--- src/rtl/mac_seq_ctrl_pkg.sv ---
// rtl/mac_seq_ctrl_pkg.sv - shared constants, state encoding and lane helpers for the MAC sequencer
`ifndef MAC_CONST_VH
`define MAC_CONST_VH
`define MAC_MIN_WIDTH  8
`define MAC_INT_WIDTH  40
`define MAC_CONF_WIDTH 4
`define MAC_SINGLE     2'd0
`define MAC_DUAL       2'd1
`define MAC_QUAD       2'd2
`define MAC_SEQ_IDLE   2'd0
`define MAC_SEQ_RUN    2'd1
`define MAC_SEQ_DRAIN  2'd2
`define MAC_SEQ_OUT    2'd3
`endif

package mac_seq_ctrl_pkg;
    localparam int MAC_MIN_WIDTH  = `MAC_MIN_WIDTH;
    localparam int MAC_INT_WIDTH  = `MAC_INT_WIDTH;
    localparam int MAC_CONF_WIDTH = `MAC_CONF_WIDTH;

    localparam logic [1:0] MAC_SINGLE = `MAC_SINGLE;
    localparam logic [1:0] MAC_DUAL   = `MAC_DUAL;
    localparam logic [1:0] MAC_QUAD   = `MAC_QUAD;

    typedef enum logic [1:0] {
        ST_IDLE  = `MAC_SEQ_IDLE,
        ST_RUN   = `MAC_SEQ_RUN,
        ST_DRAIN = `MAC_SEQ_DRAIN,
        ST_OUT   = `MAC_SEQ_OUT
    } seq_state_e;

    function automatic logic cfg_supported(input logic [1:0] mode);
        return (mode == MAC_SINGLE) || (mode == MAC_DUAL) || (mode == MAC_QUAD);
    endfunction

    // Lanes above the active width are forced to zero so the multiplier sees a clean operand.
    function automatic logic [4*MAC_MIN_WIDTH-1:0] lane_mask(
        input logic [4*MAC_MIN_WIDTH-1:0] a,
        input logic [1:0]                 mode
    );
        logic [4*MAC_MIN_WIDTH-1:0] m;
        m = a;
        if (mode == MAC_SINGLE)
            m[4*MAC_MIN_WIDTH-1:MAC_MIN_WIDTH] = '0;
        else if (mode == MAC_DUAL)
            m[4*MAC_MIN_WIDTH-1:2*MAC_MIN_WIDTH] = '0;
        return m;
    endfunction
endpackage

--- src/rtl/mac_seq_acc.sv ---
// rtl/mac_seq_acc.sv - wide accumulator with clear, enable and sticky carry-out
module mac_seq_acc #(
    parameter int ACC_W = 48,
    parameter int IN_W  = 40
) (
    input  logic             clk,
    input  logic             rst,
    input  logic             clr_i,
    input  logic             en_i,
    input  logic [IN_W-1:0]  add_i,
    output logic [ACC_W-1:0] acc_o,
    output logic             ovf_o
);
    logic [ACC_W-1:0] acc_q;
    logic             ovf_q;
    logic [ACC_W-1:0] add_ext;
    logic [ACC_W:0]   sum_d;

    generate
        if (IN_W >= ACC_W) begin : g_trunc
            logic unused_hi;
            assign add_ext   = add_i[ACC_W-1:0];
            assign unused_hi = ^add_i;
        end else begin : g_zext
            assign add_ext = {{(ACC_W-IN_W){1'b0}}, add_i};
        end
    endgenerate

    assign sum_d = {1'b0, acc_q} + {1'b0, add_ext};

    always_ff @(posedge clk or posedge rst) begin
        if (rst) begin
            acc_q <= '0;
            ovf_q <= 1'b0;
        end else if (clr_i) begin
            acc_q <= '0;
            ovf_q <= 1'b0;
        end else if (en_i) begin
            acc_q <= sum_d[ACC_W-1:0];
            ovf_q <= ovf_q | sum_d[ACC_W];
        end
    end

    assign acc_o = acc_q;
    assign ovf_o = ovf_q;
endmodule

--- src/rtl/mac_seq_ctrl.sv ---
// rtl/mac_seq_ctrl.sv - dot-product sequencer feeding an external multiply block
module mac_seq_ctrl
    import mac_seq_ctrl_pkg::*;
#(
    parameter int ACC_W = 48,
    parameter int LEN_W = 16
) (
    input  logic                        clk,
    input  logic                        rst,
    input  logic                        start,
    input  logic [MAC_CONF_WIDTH-1:0]   cfg_in,
    input  logic [LEN_W-1:0]            len_in,
    input  logic                        abort,
    output logic                        busy,
    output logic                        cfg_err,
    input  logic                        in_valid,
    output logic                        in_ready,
    input  logic [4*MAC_MIN_WIDTH-1:0]  in_a,
    input  logic [MAC_MIN_WIDTH-1:0]    in_b,
    output logic                        mul_en,
    output logic [MAC_CONF_WIDTH-1:0]   mul_cfg,
    output logic [MAC_MIN_WIDTH-1:0]    mul_a0,
    output logic [MAC_MIN_WIDTH-1:0]    mul_a1,
    output logic [MAC_MIN_WIDTH-1:0]    mul_a2,
    output logic [MAC_MIN_WIDTH-1:0]    mul_a3,
    output logic [MAC_MIN_WIDTH-1:0]    mul_b0,
    input  logic [MAC_INT_WIDTH-1:0]    mul_c,
    output logic                        out_valid,
    input  logic                        out_ready,
    output logic [ACC_W-1:0]            out_acc,
    output logic                        out_ovf
);
    seq_state_e                 state_q;
    logic [LEN_W-1:0]           cnt_q, len_q, cnt_d;
    logic [MAC_CONF_WIDTH-1:0]  cfg_q;
    logic                       mul_en_q, out_valid_q, cfg_err_q;
    logic [4*MAC_MIN_WIDTH-1:0] a_q;
    logic [MAC_MIN_WIDTH-1:0]   b_q;
    logic                       start_ok, acc_clr;

    assign cnt_d    = cnt_q + 1'b1;
    assign start_ok = (state_q == ST_IDLE) && start && cfg_supported(cfg_in[1:0]);
    assign acc_clr  = abort || start_ok;

    always_ff @(posedge clk or posedge rst) begin
        if (rst) begin
            state_q     <= ST_IDLE;
            cnt_q       <= '0;
            len_q       <= '0;
            cfg_q       <= '0;
            mul_en_q    <= 1'b0;
            out_valid_q <= 1'b0;
            cfg_err_q   <= 1'b0;
            a_q         <= '0;
            b_q         <= '0;
        end else begin
            cfg_err_q <= 1'b0;
            mul_en_q  <= 1'b0;
            if (abort) begin
                state_q     <= ST_IDLE;
                out_valid_q <= 1'b0;
                cnt_q       <= '0;
            end else begin
                case (state_q)
                    ST_IDLE: if (start) begin
                        if (cfg_supported(cfg_in[1:0])) begin
                            cfg_q   <= cfg_in;
                            len_q   <= len_in;
                            cnt_q   <= '0;
                            state_q <= (len_in == '0) ? ST_OUT : ST_RUN;
                        end else begin
                            cfg_err_q <= 1'b1;
                        end
                    end
                    ST_RUN: if (in_valid) begin
                        a_q      <= lane_mask(in_a, cfg_q[1:0]);
                        b_q      <= in_b;
                        mul_en_q <= 1'b1;
                        cnt_q    <= cnt_d;
                        if (cnt_d == len_q)
                            state_q <= ST_DRAIN;
                    end
                    ST_DRAIN: state_q <= ST_OUT;
                    // First OUT cycle lets the last sum settle before it is presented.
                    ST_OUT: begin
                        if (out_valid_q && out_ready) begin
                            out_valid_q <= 1'b0;
                            state_q     <= ST_IDLE;
                        end else begin
                            out_valid_q <= 1'b1;
                        end
                    end
                    default: state_q <= ST_IDLE;
                endcase
            end
        end
    end

    mac_seq_acc #(
        .ACC_W (ACC_W),
        .IN_W  (MAC_INT_WIDTH)
    ) u_acc (
        .clk   (clk),
        .rst   (rst),
        .clr_i (acc_clr),
        .en_i  (mul_en_q),
        .add_i (mul_c),
        .acc_o (out_acc),
        .ovf_o (out_ovf)
    );

    assign busy      = (state_q != ST_IDLE);
    assign in_ready  = (state_q == ST_RUN);
    assign cfg_err   = cfg_err_q;
    assign mul_en    = mul_en_q;
    assign mul_cfg   = cfg_q;
    assign mul_a0    = a_q[MAC_MIN_WIDTH-1:0];
    assign mul_a1    = a_q[2*MAC_MIN_WIDTH-1:MAC_MIN_WIDTH];
    assign mul_a2    = a_q[3*MAC_MIN_WIDTH-1:2*MAC_MIN_WIDTH];
    assign mul_a3    = a_q[4*MAC_MIN_WIDTH-1:3*MAC_MIN_WIDTH];
    assign mul_b0    = b_q;
    assign out_valid = out_valid_q;
endmodule

--- config.mk ---
export PLATFORM = sky130hd
export DESIGN_NAME = mac_seq_ctrl
export DESIGN_NICKNAME = d
export VERILOG_FILES = /design/src/rtl/mac_seq_ctrl_pkg.sv /design/src/rtl/mac_seq_acc.sv /design/src/rtl/mac_seq_ctrl.sv
export SDC_FILE = /design/constraint.sdc
export NUM_CORES = 1
export LEC_CHECK = 0
export CAP_MARGIN = 20
export CORE_MARGIN = 2
export CORE_UTILIZATION = 47
export CTS_BUF_LIST = sky130_fd_sc_hd__clkbuf_8
export DETAILED_ROUTE_END_ITERATION = 8
export GPL_ROUTABILITY_DRIVEN = 0
export PLACE_DENSITY = 0.8
export SLEW_MARGIN = 20
export SYNTH_ARGS = -nofsm -noshare
export SYNTH_HDL_FRONTEND = slang
export SYNTH_SLANG_ARGS = --single-unit
export TNS_END_PERCENT = 20
--- constraint.sdc ---
create_clock -name clk -period 5.1 [get_ports clk]
set_clock_uncertainty 0.1 [all_clocks]
set_input_delay 1.275 -clock clk [delete_from_list [all_inputs] [get_ports clk]]
set_output_delay 1.275 -clock clk [all_outputs]
set_load 0.005 [all_outputs]
==> flow_metrics.py <==
metrics = {
    "sta": {
        "rsz0062_at_grt": "no",
        "max_freq_mhz": 249.5,
        "setup_viol": 0,
        "hold_violations": 0,
        "max-slew-margin-rel_pct": 35.47,
        "setup_tns_ps": 0,
        "fin_crit_sh_pct": 78.60,
        "post-route-min-period_ps": 4008,
        "slew_viol_final": 0,
        "tightestPinTransition_ps": 964.4,
    },
    "clock_network": {
        "clk_path_buf_depth": 2,
        "cts_tree": "done",
        "cts_buffers": 17,
        "cts_resized": 0,
        "post-cts-setup-buffers": 0,
        "clkSinkCount": 130,
        "clk_pin_slew_ps": 90,
        "cts_hold_buf": 0,
        "clock_latency_ps": 440,
        "cts_root_buf": "clkbuf_8",
        "htree_levels": 4,
    },
    "power_and_ir_drop": {
        "p_sw_share_pct": 35.23,
        "ir_drop_uv": 247.3,
        "pwr-share-seq_pct": 39.2,
        "p_comb_share_pct": 38.6,
        "p_per_area_nw_per_um2": 352.9,
        "intPower_w": 0.002469,
        "power_frac_clock_pct": 22.3,
        "p_sw_w": 0.001343,
        "power_leakage_nw": 4.709,
    },
    "setup_path": {
        "timing.rr.end": "u_acc.acc_o[32]$_DFFE_PP0P_",
        "cp-startpoint": "mul_c[0]",
        "cp.arrival_ps": 4240,
        "worstSetupStartpointType": "input port",
        "worstSetupPathType": "input port to flop",
        "cp.required_ps": 5330,
        "end_kind": "flop",
        "rr_startpoint": "u_acc.acc_o[0]$_DFFE_PP0P_",
        "r2r_cells": 10,
        "crit_path_max_fanout": 5,
        "crit_path_end": "u_acc.acc_o[32]$_DFFE_PP0P_",
        "reg2reg_slack_ps": 1940,
    },
    "routing": {
        "routed_wl_um": 22360,
        "vias_per_cell": 5.635,
        "wire_per_inst_um": 16.42,
        "num_vias": 7675,
        "first_pass_iters": 7,
        "ant_nets": 0,
        "drtIter0Drc": 518,
        "remaining_drc_errors": 0,
    },
    "finish": {
        "fill_cells": 1458,
        "area_delta_synth_final_pct": 31.19,
        "layout.nets": 1275,
        "n_antenna_cell": 0,
        "final_util_pct": 62.66,
        "final-seq-area_um2": 3254,
        "drive_gt1_share_pct": 6.772,
        "multi_input_area_um2": 4702,
    },
    "synthesis": {
        "synthCells": 945,
        "synthArstFlopShare_pct": 100.0,
        "synth_top_area_cell": "dfrtp_1",
        "synth_cell_types": 76,
        "synth_fa_ha_area_share_pct": 6.930,
        "synth-compound-area-share_pct": 17.37,
        "synth_edf_count": 0,
        "synth_top_area_share_pct": 39.51,
        "synthesis.nets": 1096,
        "yosysMostFrequentCell": "nand2_1",
        "synth_top_family_by_area": "simple AND/OR/NAND/NOR gates",
        "synth_area_leaders": "dfrtp_1 40%, nand2_1 7.1%, ha_1 6.7%",
        "syn_avg_cell_area_um2": 8.712,
        "synthXorXnorAreaFrac_pct": 4.787,
        "ys.flop_type": "dfrtp_1",
        "synth_area_um2": 8233,
        "synth_seq_area_share_pct": 39.51,
        "ys_seq_elements": 130,
        "ys_warn_count": 0,
        "synthSimpleGateAreaFrac_pct": 21.90,
        "synth_mux_area_share_pct": 5.897,
        "yosys-top-cells-count": "156 x nand2_1, 130 x dfrtp_1, 84 x nor2_1",
    },
    "global_routing": {
        "grt_pass1_vias": 7447,
        "grt_pass1_wl_um": 36410,
        "antenna_found_initial": 0,
        "grt_util_all_layers_pct": 24.63,
        "grt_max_degree": 81,
        "globalRouteOverflowTotal": 0,
    },
    "floorplanning": {
        "die_h_um": 136.4,
        "ios": 204,
        "die_area_um2": 18590,
        "core-area_um2": 17240,
        "core.rowCount": 48,
        "start_util_pct": 47.76,
        "die_width_um": 136.4,
    },
    "job": {
        "cap_violations": 0,
    },
    "placed_design": {
        "dp_hpwl_um": 16480,
        "port_buffers": 203,
    },
    "worst_hold_path": {
        "min_path_type": "flop to flop",
    },
    "status": {
        "status": "completed",
    },
}
==> sequential cells by signal, indices dropped and copies added, names as in the netlist, 2 cells and up <==
name	count
u_acc.acc_o	48
a_q	32
cnt_q	16
len_q	16
mul_b0	8
mul_cfg	4
state_q	2
==> power groups by stage <==
stage	Sequential (W)	Clock, W	Combinational, W
after floorplan	0.00147	0	0.000778
after global placement	0.00150	0	0.00143
after detailed placement	0.00151	0	0.00147
after CTS	0.00149	0.000870	0.00148
after global routing	0.00153	0.000923	0.00162
final	0.00149	0.000850	0.00147
==> per-stage QoR <==
| step | setup slack, ps | instance area (um2) | instances | hold WS [ps] | power (W) |
|---|---|---|---|---|---|
| 2_1_floorplan | 255.7 | 8233 | 945 | 362.8 | 0.002251 |
| 3_3_place_gp | 728.6 | 10420 | 1330 | 348.2 | 0.002933 |
| 3_5_place_dp | 657.7 | 10420 | 1330 | 354.9 | 0.002976 |
| 4_1_cts | 1118 | 10790 | 1362 | 374.1 | 0.003839 |
| 5_1_grt | 878.4 | 10800 | 1362 | 394.1 | 0.004072 |
| 6_report | 1092 | 10800 | 1362 | 368.2 | 0.003812 |
==> cell type report <==
type / count / area share, %
Tap cell: 225 / 2.607
Clock buffer: 18 / 2.294
Clock inverter: 14 / 1.205
Multi-Input combinational cell: 742 / 43.54
Inverter: 24 / 0.8804
Sequential cell: 130 / 30.13
Timing Repair Buffer: 209 / 19.35
==> cell families after synthesis <==
family                   Yosys count
XOR/XNOR                          45
adder cells (fa/ha/maj)           45
multiplexers                      46
flip-flops                       130
AND/OR/NAND/NOR                  384
AO/OA/AOI/OAI                    222
buffers and inverters             73
==> metal layers <==
layer	track usage (%)	vias up	routed length (um)
met5	0	-	0
met3	6.972	42	1567
met2	40.31	276	10800
met4	8.854	0	461
met1	31.11	3615	9536
li1	-	3742	-
==> worst max-delay path, cell delays in order <==
cell	delay, ps
clkdlybuf4s50_1	400
ha_1	230
fa_1	420
a21o_1	190
a22o_1	240
o2111ai_1	290
a31oi_1	150
a21boi_0	320
o21ai_0	190
nor4b_1	180
a311o_1	340
==> layout by cell type (no fill, tap or decap), drive strengths merged, types with 4 or more instances in the layout <==
cell type,instances
mux2,20
xnor2,31
a211o,4
nand3,55
nor2,84
clkbuf,18
dfrtp,130
o21ai,65
nor3,11
a21oi,55
clkinv,4
a21boi,7
mux2i,26
buf,6
ha,44
nand3b,4
nand2,156
o211ai,4
inv,29
or3,7
a31oi,11
o21bai,5
a211oi,9
and2,5
nand2b,6
and3,11
o2111ai,7
a21o,14
xor2,14
o21a,5
o31ai,12
nand4,16
nor4,11
clkinvlp,4
clkdlybuf4s50,203
==> worst min path at each step <==
stage	end	slack [ps]	depth (start not counted)	startpoint
5_1_grt	a_q[11]$_DFFE_PP0P_	390	2	a_q[11]$_DFFE_PP0P_
4_1_cts	a_q[24]$_DFFE_PP0P_	370	2	a_q[24]$_DFFE_PP0P_
3_5_place_dp	a_q[24]$_DFFE_PP0P_	350	2	a_q[24]$_DFFE_PP0P_
6_report	a_q[26]$_DFFE_PP0P_	370	2	a_q[26]$_DFFE_PP0P_
3_3_place_gp	a_q[16]$_DFFE_PP0P_	350	2	a_q[16]$_DFFE_PP0P_
2_1_floorplan	a_q[10]$_DFFE_PP0P_	360	2	a_q[10]$_DFFE_PP0P_
(Power assumes the default switching activity.)
